### config.mk
export PLATFORM = sky130hd
export DESIGN_NAME = hdmi_packet_scheduler
export DESIGN_NICKNAME = d
export VERILOG_FILES = /design/src/rtl/hdmi_pkg.sv /design/src/rtl/hdmi_packet_scheduler.sv
export SDC_FILE = /design/constraint.sdc
export NUM_CORES = 1
export LEC_CHECK = 0
export BUFFER_PORTS_ARGS = -buffer_cell sky130_fd_sc_hd__buf_4
export CORE_UTILIZATION = 50
export CTS_BUF_LIST = sky130_fd_sc_hd__clkbuf_4 sky130_fd_sc_hd__clkbuf_8
export DETAILED_ROUTE_END_ITERATION = 7
export PLACE_DENSITY = 0.78
export SETUP_SLACK_MARGIN = 0.2
export SYNTH_ARGS = -nofsm -noshare
export SYNTH_HDL_FRONTEND = slang
export SYNTH_SLANG_ARGS = --single-unit
### constraint.sdc
create_clock -name clk_pixel -period 2.8 [get_ports clk_pixel]
set_clock_uncertainty 0.1 [all_clocks]
set_input_delay 0.14 -clock clk_pixel [delete_from_list [all_inputs] [get_ports clk_pixel]]
set_output_delay 0.14 -clock clk_pixel [all_outputs]
set_load 0.01 [all_outputs]
### src/rtl/hdmi_pkg.sv
// Shared definitions for the HDMI data-island packet path.
package hdmi_pkg;

  typedef enum logic [2:0] {
    PKT_NULL  = 3'd0,
    PKT_ACR   = 3'd1,
    PKT_AUDIO = 3'd2,
    PKT_AVI   = 3'd3,
    PKT_AINFO = 3'd4
  } packet_type_t;

  localparam int PACKET_CLKS_DEFAULT    = 32;
  localparam int MAX_SAMPLES_PER_PACKET = 4;

  // Samples an audio packet can carry given the current backlog.
  function automatic logic [3:0] take_samples(input logic [3:0] pend);
    return (pend > 4'(MAX_SAMPLES_PER_PACKET)) ? 4'(MAX_SAMPLES_PER_PACKET) : pend;
  endfunction

endpackage

### src/rtl/hdmi_packet_scheduler.sv
// Per-line data-island arbiter: picks at most one of ACR / audio / AVI / audio
// InfoFrame at the blanking slot and drives the packet assembler handshake.
module hdmi_packet_scheduler
  import hdmi_pkg::*;
#(
  parameter int                 BIT_WIDTH   = 10,
  parameter logic [BIT_WIDTH-1:0] SLOT_X    = 10'd16,
  parameter int                 ACR_LINES   = 16,
  parameter int                 PACKET_CLKS = PACKET_CLKS_DEFAULT,
  parameter int                 MAX_PENDING = 15
) (
  input  logic                 clk_pixel,
  input  logic                 reset,
  input  logic [BIT_WIDTH-1:0] cx,
  input  logic [BIT_WIDTH-1:0] cy,
  input  logic                 sample_tick,
  output logic                 pkt_start,
  output logic [2:0]           pkt_type,
  output logic [2:0]           pkt_samples,
  output logic                 pkt_busy,
  output logic                 overflow
);

  localparam int CNT_W  = (PACKET_CLKS > 2) ? $clog2(PACKET_CLKS) : 1;
  localparam int SLOT_W = (ACR_LINES > 2) ? $clog2(ACR_LINES) : 1;

  typedef enum logic {S_IDLE, S_SEND} state_t;

  state_t             state_q, state_d;
  logic [CNT_W-1:0]   busy_cnt_q, busy_cnt_d;
  logic [SLOT_W-1:0]  slot_cnt_q, slot_cnt_d;
  logic               acr_pend_q, acr_pend_d;
  logic               avi_pend_q, avi_pend_d;
  logic               ainfo_pend_q, ainfo_pend_d;
  logic [3:0]         pending_q, pending_d;
  logic               overflow_q, overflow_d;
  logic               pkt_start_q, pkt_start_d;
  packet_type_t       pkt_type_q, pkt_type_d;
  logic [2:0]         pkt_samples_q, pkt_samples_d;

  logic               frame_start, slot, wrap;
  packet_type_t       grant;
  logic [3:0]         taken, pend_sub;

  assign frame_start = (cx == '0) && (cy == '0);
  assign slot        = (cx == SLOT_X);
  assign wrap        = slot && (slot_cnt_q == SLOT_W'(ACR_LINES - 1));

  always_comb begin
    grant         = PKT_NULL;
    taken         = '0;
    state_d       = state_q;
    busy_cnt_d    = busy_cnt_q;
    slot_cnt_d    = slot_cnt_q;
    pending_d     = pending_q;
    overflow_d    = overflow_q;
    pkt_start_d   = 1'b0;
    pkt_type_d    = pkt_type_q;
    pkt_samples_d = pkt_samples_q;

    // A wrapping slot makes ACR due in the very slot that wrapped.
    if (slot && state_q == S_IDLE) begin
      if (acr_pend_q || wrap)      grant = PKT_ACR;
      else if (pending_q != '0) begin
        grant = PKT_AUDIO;
        taken = take_samples(pending_q);
      end
      else if (avi_pend_q)         grant = PKT_AVI;
      else if (ainfo_pend_q)       grant = PKT_AINFO;
    end

    if (slot) slot_cnt_d = wrap ? '0 : slot_cnt_q + 1'b1;

    acr_pend_d   = (acr_pend_q   && grant != PKT_ACR)   || wrap;
    avi_pend_d   = (avi_pend_q   && grant != PKT_AVI)   || frame_start;
    ainfo_pend_d = (ainfo_pend_q && grant != PKT_AINFO) || frame_start;

    // Grant is subtracted first so a tick arriving with the grant is kept.
    pend_sub  = pending_q - taken;
    pending_d = pend_sub;
    if (sample_tick) begin
      if (pend_sub == 4'(MAX_PENDING)) overflow_d = 1'b1;
      else                             pending_d  = pend_sub + 4'd1;
    end

    case (state_q)
      S_IDLE: begin
        if (grant != PKT_NULL) begin
          state_d       = S_SEND;
          busy_cnt_d    = CNT_W'(PACKET_CLKS - 1);
          pkt_start_d   = 1'b1;
          pkt_type_d    = grant;
          pkt_samples_d = (grant == PKT_AUDIO) ? taken[2:0] : 3'd0;
        end
      end
      S_SEND: begin
        if (busy_cnt_q == '0) state_d    = S_IDLE;
        else                  busy_cnt_d = busy_cnt_q - 1'b1;
      end
      default: state_d = S_IDLE;
    endcase
  end

  always_ff @(posedge clk_pixel) begin
    if (reset) begin
      state_q       <= S_IDLE;
      busy_cnt_q    <= '0;
      slot_cnt_q    <= '0;
      acr_pend_q    <= 1'b0;
      avi_pend_q    <= 1'b0;
      ainfo_pend_q  <= 1'b0;
      pending_q     <= '0;
      overflow_q    <= 1'b0;
      pkt_start_q   <= 1'b0;
      pkt_type_q    <= PKT_NULL;
      pkt_samples_q <= '0;
    end else begin
      state_q       <= state_d;
      busy_cnt_q    <= busy_cnt_d;
      slot_cnt_q    <= slot_cnt_d;
      acr_pend_q    <= acr_pend_d;
      avi_pend_q    <= avi_pend_d;
      ainfo_pend_q  <= ainfo_pend_d;
      pending_q     <= pending_d;
      overflow_q    <= overflow_d;
      pkt_start_q   <= pkt_start_d;
      pkt_type_q    <= pkt_type_d;
      pkt_samples_q <= pkt_samples_d;
    end
  end

  assign pkt_start   = pkt_start_q;
  assign pkt_type    = pkt_type_q;
  assign pkt_samples = pkt_samples_q;
  assign pkt_busy    = (state_q == S_SEND);
  assign overflow    = overflow_q;

endmodule

==> results.toml, run 1 <==
[clock_network]
numCtsBuffers = 3
clockRootBuffer = "sky130_fd_sc_hd__clkbuf_4"
worstSkewPairLatency_ps = 330
cts.sinks = 25
cts.clk_slew.worst_paths_ps = 150
clock_tree_from_tritoncts = "done"
htree_num_levels = 1
cts_max_path_buffers = 2

[global_routing]
antenna_violations_before_repair = 0
grt_max_degree = 28
grtUsageTotal_pct = 25.2
grt-ovfl-total = 0
grt_first_pass_wirelength_mm = 5.47
vias_in_the_first_global_route = 1296

[route]
via_per_inst = 5.67
firstDrtPassIters = 4
dr_total_vias = 1371
antenna_violating_nets_remaining = 0
wl_mm = 3.62
drc_violation_count_after_routing = 0
detail_route.wl_per_cell_um = 15.0
drt_initial_violations = 15

[timing]
finalHoldViolCount = 0
layout_min_cycle_time_ps = 2790
timing.final.crit_share_pct = 99.6
grt_setup_unrepaired = "yes"
setup_viol_count_final = 0
final_critical_path_setup_slack_ps = 11.2
slew_headroom_pct = 74.9
max_slew.worst_pin.slew_ps = 373
fin_hold_ws_ps = 62.7
clock.fmax_ghz = 0.359
timing.final.max_slew_violations = 0

[floorplanning]
die_y_um = 54.9
row_count = 18
boundaryPins = 32
core_area_um2 = 2570
die_area_um2 = 3010
initial_cell_density_of_the_core_pct = 54.4
fp.dieW_um = 54.9

[synthesis]
synth-adder-area-share_pct = 7.70
synth-compound-area-share_pct = 19.0
netlist-cell-type-count = 44
netlist_area_um2 = 1400
synth_top_family_by_area = "simple AND/OR/NAND/NOR gates"
synth-edff-count = 0
post_synth_and_or_nand_nor_area_fraction_pct = 28.9
netlist.top_cell.by_area = "sky130_fd_sc_hd__dfxtp_1"
synth-seq-area-share_pct = 35.8
synthesized_netlist_net_count = 190
postSynthAreaPerCell_um2 = 8.79
post_synth_mux_area_share_pct = 1.52
async_reset_ff_share_pct = 0
yosysWarnings = 0
postSynthCellCount = 159
synth_top_area_share_pct = 35.8
synth-main-ff-cell = "sky130_fd_sc_hd__dfxtp_1"
synth-seq-cells = 25
yosys.area_share.xor_xnor_pct = 3.04
ys_top_cells_by_area = "sky130_fd_sc_hd__dfxtp_1, sky130_fd_sc_hd__ha_1, sky130_fd_sc_hd__a21oi_1"
synthMostInstantiatedCell = "sky130_fd_sc_hd__dfxtp_1"
yosys-top-cells-count = "sky130_fd_sc_hd__dfxtp_1, sky130_fd_sc_hd__a21oi_1, sky130_fd_sc_hd__inv_1, sky130_fd_sc_hd__nor2_1"

[setup_path]
crit_path_max_cell_delay_ps = 450
critPathLaunchType = "flip-flop"
crit_arrival_ps = 2920
cp.required_ps = 2930
worstSetupEndpointType = "flip-flop"
critical_path.top_delay_family = "adder cells"
timing.critical_path.buf_inv = 2
worstPathMaxFanout = 3
worst-setup-path-type = "reg2reg"
worstPathCellList = "ha_4 > and3_4 > nor2_4 > nand4_1 > inv_1 > ha_2 > inv_2 > fa_2 > ha_4 > nor3b_4 > a211oi_2 > mux2_4"
cp_common_cell = "sky130_fd_sc_hd__ha_4"
r2r_setup_slack_ps = 10
cpMaxStageDelayCell = "sky130_fd_sc_hd__fa_2"

[cells_and_area]
layout.nets = 244
drive_above_1_share_pct = 45.8
area_growth_syn_to_layout_pct = 43.1
final_cell_area_um2 = 2000
antennaDiodeCount = 0

[pwr]
power.static_leakage_nw = 0.799
power_density_nw_per_um2 = 337
irDropWorstVdd_mv = 0.298

[placed_design]
dp_worst_setup_slack_ps = -34.3
sum_of_net_half_perimeters_after_detailed_placement_mm = 2.69
gp_routability_congestion = 0.829
postPlaceCellArea_um2 = 1830
numPortBuffers = 31

[worst_hold_path]
hold_crit_class = "in2reg"

[flow_run]
max_cap_viol_count = 0

[status]
status = "finished, final reports clean"
metrics by stage:
step	setup TNS (ps)	instances	util (%)	total power [mW]
finish	0	242	77.9	0.675
global route	-207	242	77.9	0.704
CTS	-15.2	239	73.9	0.658
detailed placement	-34.3	233	71.4	0.491
global placement	0	233	71.4	0.486
floorplan	-1.67	159	-	0.440
state kept, by name, summed over array words and instances (netlist names):
name and cells:
avi_pend_q 1, overflow 1, ainfo_pend_q 1, slot_cnt_q 4, busy_cnt_q 5, acr_pend_q 1, pkt_samples 3, pkt_type 3
pkt_start 1, pkt_busy 1, pending_q 4
kinds of logic after synthesis:
group | after synthesis
XOR/XNOR | 4
buffers and inverters | 15
multiplexers | 2
AO/OA/AOI/OAI | 42
adder cells (fa/ha/maj) | 8
flip-flops | 25
AND/OR/NAND/NOR | 63
repair_timing:
action                                  in CTS  in global routing
buffers inserted                             2                  3
pin swaps                                    8                  6
gates resized for setup                      4                 19
endpoints found under the setup margin       5                  5
hold buffers                                 0                  0
power by group:
part           internal [mW]  switching, mW
clock network         0.0546          0.115
logic                 0.0709         0.0691
registers              0.360        0.00506
final cells by class:
type	instances	area, µm²
clock buffers	3	22.5
repair buffers	52	394
clock inverters	1	7.51
well taps	30	37.5
fillers	196	568
multi-input cells	119	988
inverters	12	45.0
flip-flops and latches	25	504
layer usage:
layer  vias up  track usage, %  routed length, µm
li1        694               -                  -
met1       659            29.5               1570
met2        18            46.6               1960
met3         0            5.28                 86
met4         0            4.27                  0
met5         -               0                  0
cell usage in the layout, fill, tap and decap left out, types with 2 or more instances in the layout:
cell | Yosys | routed
sky130_fd_sc_hd__nand2_1 | 8 | 6
sky130_fd_sc_hd__a31o_2 | 2 | 2
sky130_fd_sc_hd__inv_1 | 12 | 11
sky130_fd_sc_hd__ha_4 | 0 | 2
sky130_fd_sc_hd__nor4_1 | 4 | 3
sky130_fd_sc_hd__o21ai_0 | 8 | 7
sky130_fd_sc_hd__nor3_1 | 7 | 4
sky130_fd_sc_hd__a31oi_1 | 2 | 2
sky130_fd_sc_hd__or3_1 | 3 | 3
sky130_fd_sc_hd__dfxtp_1 | 25 | 22
sky130_fd_sc_hd__nor2_1 | 12 | 10
sky130_fd_sc_hd__nand2b_1 | 2 | 2
sky130_fd_sc_hd__a211oi_2 | 0 | 3
sky130_fd_sc_hd__nand3b_1 | 2 | 2
sky130_fd_sc_hd__o31a_1 | 2 | 2
sky130_fd_sc_hd__nor3_2 | 1 | 3
sky130_fd_sc_hd__nand3_1 | 4 | 4
sky130_fd_sc_hd__clkbuf_4 | 0 | 3
sky130_fd_sc_hd__dfxtp_2 | 0 | 3
sky130_fd_sc_hd__buf_4 | 0 | 51
sky130_fd_sc_hd__xor2_1 | 3 | 3
sky130_fd_sc_hd__ha_1 | 7 | 4
sky130_fd_sc_hd__nor4_4 | 2 | 3
sky130_fd_sc_hd__a21oi_1 | 16 | 15
sky130_fd_sc_hd__nand4_1 | 5 | 5
sky130_fd_sc_hd__a221oi_1 | 2 | 2
path summary, 6_finish.rpt:
kind / from / to / cells past startpoint
worst max-delay path: slot_cnt_q[1] / pending_q[0] / 12
worst min-delay path: reset / pkt_start / 2
worst max register to register: slot_cnt_q[1] / pending_q[0] / 12
worst min register to register: overflow / overflow / 2
Power figures use the tool's default switching activity.
==> run 2, diff against run 1 <==
--- a/config.mk
+++ b/config.mk
@@ -6,10 +6,11 @@
 export NUM_CORES = 1
 export LEC_CHECK = 0
 export BUFFER_PORTS_ARGS = -buffer_cell sky130_fd_sc_hd__buf_4
+export CORE_ASPECT_RATIO = 1.25
 export CORE_UTILIZATION = 50
 export CTS_BUF_LIST = sky130_fd_sc_hd__clkbuf_4 sky130_fd_sc_hd__clkbuf_8
 export DETAILED_ROUTE_END_ITERATION = 7
-export PLACE_DENSITY = 0.78
+export PLACE_DENSITY = 0.87
 export SETUP_SLACK_MARGIN = 0.2
 export SYNTH_ARGS = -nofsm -noshare
 export SYNTH_HDL_FRONTEND = slang
==> run 2 against run 1 <==
The flow now finishes with violations (negative setup slack). Fmax down 2.0%. Sequential power about the same. Count of clock-buffer cells in the layout unchanged. Design area up 8.4%. Via count up 17%. Global-route usage up 1.6 points. Register-to-register slack worse by 60 ps. Sequential cell count unchanged. Highest routed layer is now met4.
==> results.toml, run 2 (synthesized netlist as in run 1, its figures left out) <==
[clock_network]
clockRootBuffer = "sky130_fd_sc_hd__clkbuf_4"
cts.clk_slew.worst_paths_ps = 160
cts.sinks = 25
htree_num_levels = 1
clock_tree_from_tritoncts = "done"
worstSkewPairLatency_ps = 330
cts_max_path_buffers = 2
numCtsBuffers = 3

[timing]
slew_headroom_pct = 58.9
setup_viol_count_final = 2
finalHoldViolCount = 0
timing.final.max_slew_violations = 0
clock.fmax_ghz = 0.351
fin_hold_ws_ps = 62.4
timing.final.crit_share_pct = 102
max_slew.worst_pin.slew_ps = 611
fin_setup_tns_ps = -46.2
grt_setup_unrepaired = "yes"
final_critical_path_setup_slack_ps = -45.3
layout_min_cycle_time_ps = 2850

[placed_design]
numPortBuffers = 31
sum_of_net_half_perimeters_after_detailed_placement_mm = 2.76
post-place-cells = 236
gp_routability_congestion = 0.773
postPlaceCellArea_um2 = 1830
dp_worst_setup_slack_ps = -95.5

[floorplanning]
boundaryPins = 32
row_count = 21
die_area_um2 = 3010
core_area_um2 = 2650
fp.dieW_um = 49.3
die_y_um = 61.1
initial_cell_density_of_the_core_pct = 52.7

[setup_path]
timing.critical_path.buf_inv = 2
critical_path.top_delay_family = "adder cells"
worstPathMaxFanout = 3
cp_common_cell = "sky130_fd_sc_hd__ha_4"
worstSetupEndpointType = "flip-flop"
critPathLaunchType = "flip-flop"
worst-setup-path-type = "reg2reg"
worstPathCellList = "ha_4 > and3_4 > nor2_4 > nand4_1 > inv_2 > ha_4 > inv_2 > fa_2 > ha_4 > nor3b_4 > a211oi_2 > mux2_4"
crit_arrival_ps = 2980
cpMaxStageDelayCell = "sky130_fd_sc_hd__fa_2"
cp.required_ps = 2940
crit_path_max_cell_delay_ps = 470

[route]
drc_violation_count_after_routing = 0
antenna_violating_nets_remaining = 0
via_per_inst = 6.22
drt_initial_violations = 82
detail_route.wl_per_cell_um = 18.7
firstDrtPassIters = 6
dr_total_vias = 1604
wl_mm = 4.81

[cells_and_area]
antennaDiodeCount = 0
final_cell_area_um2 = 2170
drive_above_1_share_pct = 49.6
largest_register_ff_count = 5
area_growth_syn_to_layout_pct = 55.1
finalCoreUtilization_pct = 81.7
layout.nets = 256
layout_common_cells = "sky130_fd_sc_hd__buf_4, sky130_fd_sc_hd__dfxtp_1, sky130_fd_sc_hd__buf_6"
finalNonFillerCells = 258
mostFrequentLayoutCell = "sky130_fd_sc_hd__buf_4"
registers.top_by_ff_count = "busy_cnt_q"
top_regs = "busy_cnt_q (5), pending_q (4), slot_cnt_q (4)"

[pwr]
netSwitchingFraction_pct = 29.2
power_frac_seq_pct = 53.8
power_share_of_the_combinational_group_pct = 21.0
intPower_uw = 485
power.static_leakage_nw = 0.870
power_density_nw_per_um2 = 316
irDropWorstVdd_mv = 0.204
p_clk_share_pct = 25.3
totalPowerFinal_uw = 684
net-switching-power_uw = 200

[global_routing]
grtUsageTotal_pct = 26.8
grt-ovfl-total = 0
vias_in_the_first_global_route = 1456
grt_max_degree = 28
grt_first_pass_wirelength_mm = 6.11
antenna_violations_before_repair = 0

[status]
failed_checks = "negative setup slack"
status = "complete, but fails checks"

[flow_run]
max_cap_viol_count = 0

[worst_hold_path]
hold_crit_class = "in2reg"
-- run 2: layer usage --
layer / part of all wire [%] / vias up / track usage, %
li1: - / 725 / -
met1: 34 / 754 / 25.5
met3: 5.2 / 37 / 3.46
met2: 53 / 88 / 54.4
met5: 0 / - / 0
met4: 8.1 / 0 / 17.6
-- run 2: path summary, 6_finish.rpt --
path                 start      endpoint  slack, ps  depth (start not counted)
max reg2reg  slot_cnt_q[1]  pending_q[0]        -50                         12
min reg2reg       overflow      overflow        360                          2
max          slot_cnt_q[1]  pending_q[0]        -50                         12
min            sample_tick  pending_q[2]         60                          3
-- run 2: layout make-up --
class	instances	area, µm²
Sequential cell	25	504
Multi-Input combinational cell	119	1010
Timing Repair Buffer	64	537
Fill cell	147	485
Inverter	12	45.0
Clock buffer	3	22.5
Tap cell	34	42.5
Clock inverter	1	7.51
-- run 2: tightest hold or removal path: stages --
cell                      delay [ps]
sky130_fd_sc_hd__buf_4           130
sky130_fd_sc_hd__nand2_4          80
sky130_fd_sc_hd__o31a_1          110
-- run 2: power by group through the flow --
stage / combinational, mW / sequential, mW / clock, mW
after floorplan: 0.0666 / 0.373 / 0
after detailed placement: 0.117 / 0.373 / 0
after CTS: 0.119 / 0.365 / 0.170
after global placement: 0.113 / 0.373 / 0
final: 0.144 / 0.368 / 0.173
after global routing: 0.152 / 0.368 / 0.188
-- run 2: repair_timing --
| item | CTS | global route |
|---|---|---|
| pin swaps | 6 | 17 |
| setup endpoints to repair | 5 | 6 |
| gates resized for setup | 6 | 34 |
| hold buffers | 0 | 0 |
| cloned | 0 | 0 |
| setup buffers | 15 | 3 |
==> run 3, diff against run 2 <==
--- a/config.mk
+++ b/config.mk
@@ -11,6 +11,7 @@
 export CTS_BUF_LIST = sky130_fd_sc_hd__clkbuf_4 sky130_fd_sc_hd__clkbuf_8
 export DETAILED_ROUTE_END_ITERATION = 7
 export PLACE_DENSITY = 0.87
+export REMOVE_ABC_BUFFERS = 1
 export SETUP_SLACK_MARGIN = 0.2
 export SYNTH_ARGS = -nofsm -noshare
 export SYNTH_HDL_FRONTEND = slang
==> run 3 against run 2 <==
The flow still finishes with violations (negative setup slack). First-iteration DRC count increased by 7.3%. Fmax shrank 3.4%. Final cell count grew 3.1%. Design area increased by 0.58%. Global-route usage rose by 6.0 points. Critical path depth is 1 higher. Combinational power is essentially flat. Register-to-register slack got worse by 99 ps. Clock power grew 5%. Sequential cell count unchanged. Critical path type unchanged.
==> results.toml, run 3 (synthesized netlist as in run 1, its figures left out) <==
[setup_path]
worstPathCellList = "ha_4 > and3_4 > nor2_4 > nand4_1 > inv_1 > ha_2 > inv_2 > fa_2 > ha_4 > nand2_2 > a211oi_2 > a211oi_2 > mux2_4"
r2r-start = "slot_cnt_q[0]"
cpMaxStageDelayCell = "sky130_fd_sc_hd__fa_2"
worstPathMaxFanout = 3
worstReg2RegEnd = "pending_q[0]"
launching_element_of_the_worst_setup_path = "slot_cnt_q[0]"
crit_arrival_ps = 3090
worst-setup-path-type = "reg2reg"
critPathLaunchType = "flip-flop"
cp.required_ps = 2950
crit_path_max_cell_delay_ps = 580
timing.reg2reg.worst_path_depth = 13
worstSetupEndpointType = "flip-flop"
crit_path_end = "pending_q[0]"
r2r_setup_slack_ps = -140

[route]
dr_total_vias = 1651
drc_violation_count_after_routing = 0
detail_route.wl_per_cell_um = 19.4
wl_mm = 5.17
drt_initial_violations = 88
via_per_inst = 6.21
firstDrtPassIters = 4
antenna_violating_nets_remaining = 0

[clock_network]
worstSkewPairLatency_ps = 340
cts.sinks = 25
clock_tree_from_tritoncts = "done"
numCtsBuffers = 3
htree_num_levels = 1
clockRootBuffer = "sky130_fd_sc_hd__clkbuf_4"
postCtsHoldBufs = 0
cts.clk_slew.worst_paths_ps = 130
cts_max_path_buffers = 2

[floorplanning]
core_area_um2 = 2650
initial_cell_density_of_the_core_pct = 52.7
boundaryPins = 32
die_area_um2 = 3010
die_y_um = 61.1
fp.dieW_um = 49.3
row_count = 21

[timing]
grt_setup_unrepaired = "yes"
timing.final.max_slew_violations = 0
max_slew.worst_pin.slew_ps = 457
clock.fmax_ghz = 0.340
slew_headroom_pct = 69.3
finalHoldViolCount = 0
layout_min_cycle_time_ps = 2940
timing.final.crit_share_pct = 105
final_critical_path_setup_slack_ps = -145
setup_viol_count_final = 3

[cells_and_area]
finalCoreUtilization_pct = 82.2
top_regs = "busy_cnt_q (5), pending_q (4), slot_cnt_q (4)"
antennaDiodeCount = 0
finalNonFillerCells = 266
layout_common_cells = "sky130_fd_sc_hd__buf_4, sky130_fd_sc_hd__dfxtp_1, sky130_fd_sc_hd__buf_6"
drive_above_1_share_pct = 50.4
area_growth_syn_to_layout_pct = 56.0
mostFrequentLayoutCell = "sky130_fd_sc_hd__buf_4"
largest_register_ff_count = 5
registers.top_by_ff_count = "busy_cnt_q"
layout.nets = 264

[global_routing]
grt_max_degree = 28
grt-ovfl-total = 0
vias_in_the_first_global_route = 1587
grt_first_pass_wirelength_mm = 7.33
grtUsageTotal_pct = 32.8
antenna_violations_before_repair = 0

[placed_design]
numPortBuffers = 31
sum_of_net_half_perimeters_after_detailed_placement_mm = 2.90
post-place-cells = 243
gp_routability_congestion = 0.886

[pwr]
p_clk_share_pct = 26.3
power_frac_seq_pct = 53.1
power_density_nw_per_um2 = 317
intPower_uw = 496
irDropWorstVdd_mv = 0.270
power.static_leakage_nw = 0.913
net-switching-power_uw = 195
netSwitchingFraction_pct = 28.3
power_share_of_the_combinational_group_pct = 20.7

[status]
status = "complete, but fails checks"
failed_checks = "negative setup slack"

[flow_run]
max_cap_viol_count = 0

[worst_hold_path]
worst_hold_stages = 3
hold_crit_class = "in2reg"
## run 3: worst max-delay path: cells and delay by family (launching register included)
kind	cells	cell delay [ps]
AOI/OAI and AO/OA	2	350
adders and majority gates	4	1100
buffers and inverters	2	150
DFF	1	370
muxes	1	310
and+or+nand+nor	4	480
## run 3: worst min-delay path by stage
| stage | startpoint | end | slack [ps] |
|---|---|---|---|
| 2_1_floorplan | reset | acr_pend_q | 110 |
| 3_3_place_gp | overflow | overflow | 340 |
| 3_5_place_dp | overflow | overflow | 350 |
| 4_1_cts | reset | pkt_samples[0] | 50 |
| 5_1_grt | reset | slot_cnt_q[1] | 60 |
| 6_report | sample_tick | pending_q[2] | 40 |
## run 3: power groups by stage
stage,clock network (mW),registers (mW),logic (mW)
2_1_floorplan,0,0.373,0.0567
3_3_place_gp,0,0.373,0.108
3_5_place_dp,0,0.373,0.112
4_1_cts,0.176,0.365,0.123
5_1_grt,0.198,0.367,0.151
6_report,0.181,0.367,0.143
## run 3: stage by stage
stage	cell area (µm²)	hold WS (ps)	setup WS [ps]	setup TNS, ps	power, mW
after floorplan	1390	109	-291	-369	0.430
after global placement	1830	337	-109	-127	0.480
after detailed placement	1830	348	-312	-553	0.485
after CTS	2060	50.1	-26.5	-29.9	0.664
after global routing	2180	56.2	-232	-655	0.716
final	2180	43.8	-145	-268	0.691
## run 3: layer usage
layer | vias up | track usage (%) | share of wire (%)
met5 | - | 0 | 0
met4 | 0 | 23.9 | 6.2
met3 | 31 | 2.96 | 4.0
met2 | 81 | 63.4 | 52
met1 | 799 | 33.6 | 37
li1 | 740 | - | -
## run 3: what timing repair did
item                                    CTS  global route
gates resized for setup                  24            24
endpoints found under the setup margin    5             6
pin swaps                                11             4
buffers inserted                         15             4
## run 3: cell type report
| cell class | count | area, µm² |
|---|---|---|
| Multi-Input combinational cell | 119 | 962 |
| Timing Repair Buffer | 72 | 597 |
| Sequential cell | 25 | 504 |
| Fill cell | 149 | 473 |
| Inverter | 12 | 45.0 |
| Tap cell | 34 | 42.5 |
| Clock buffer | 4 | 30.0 |
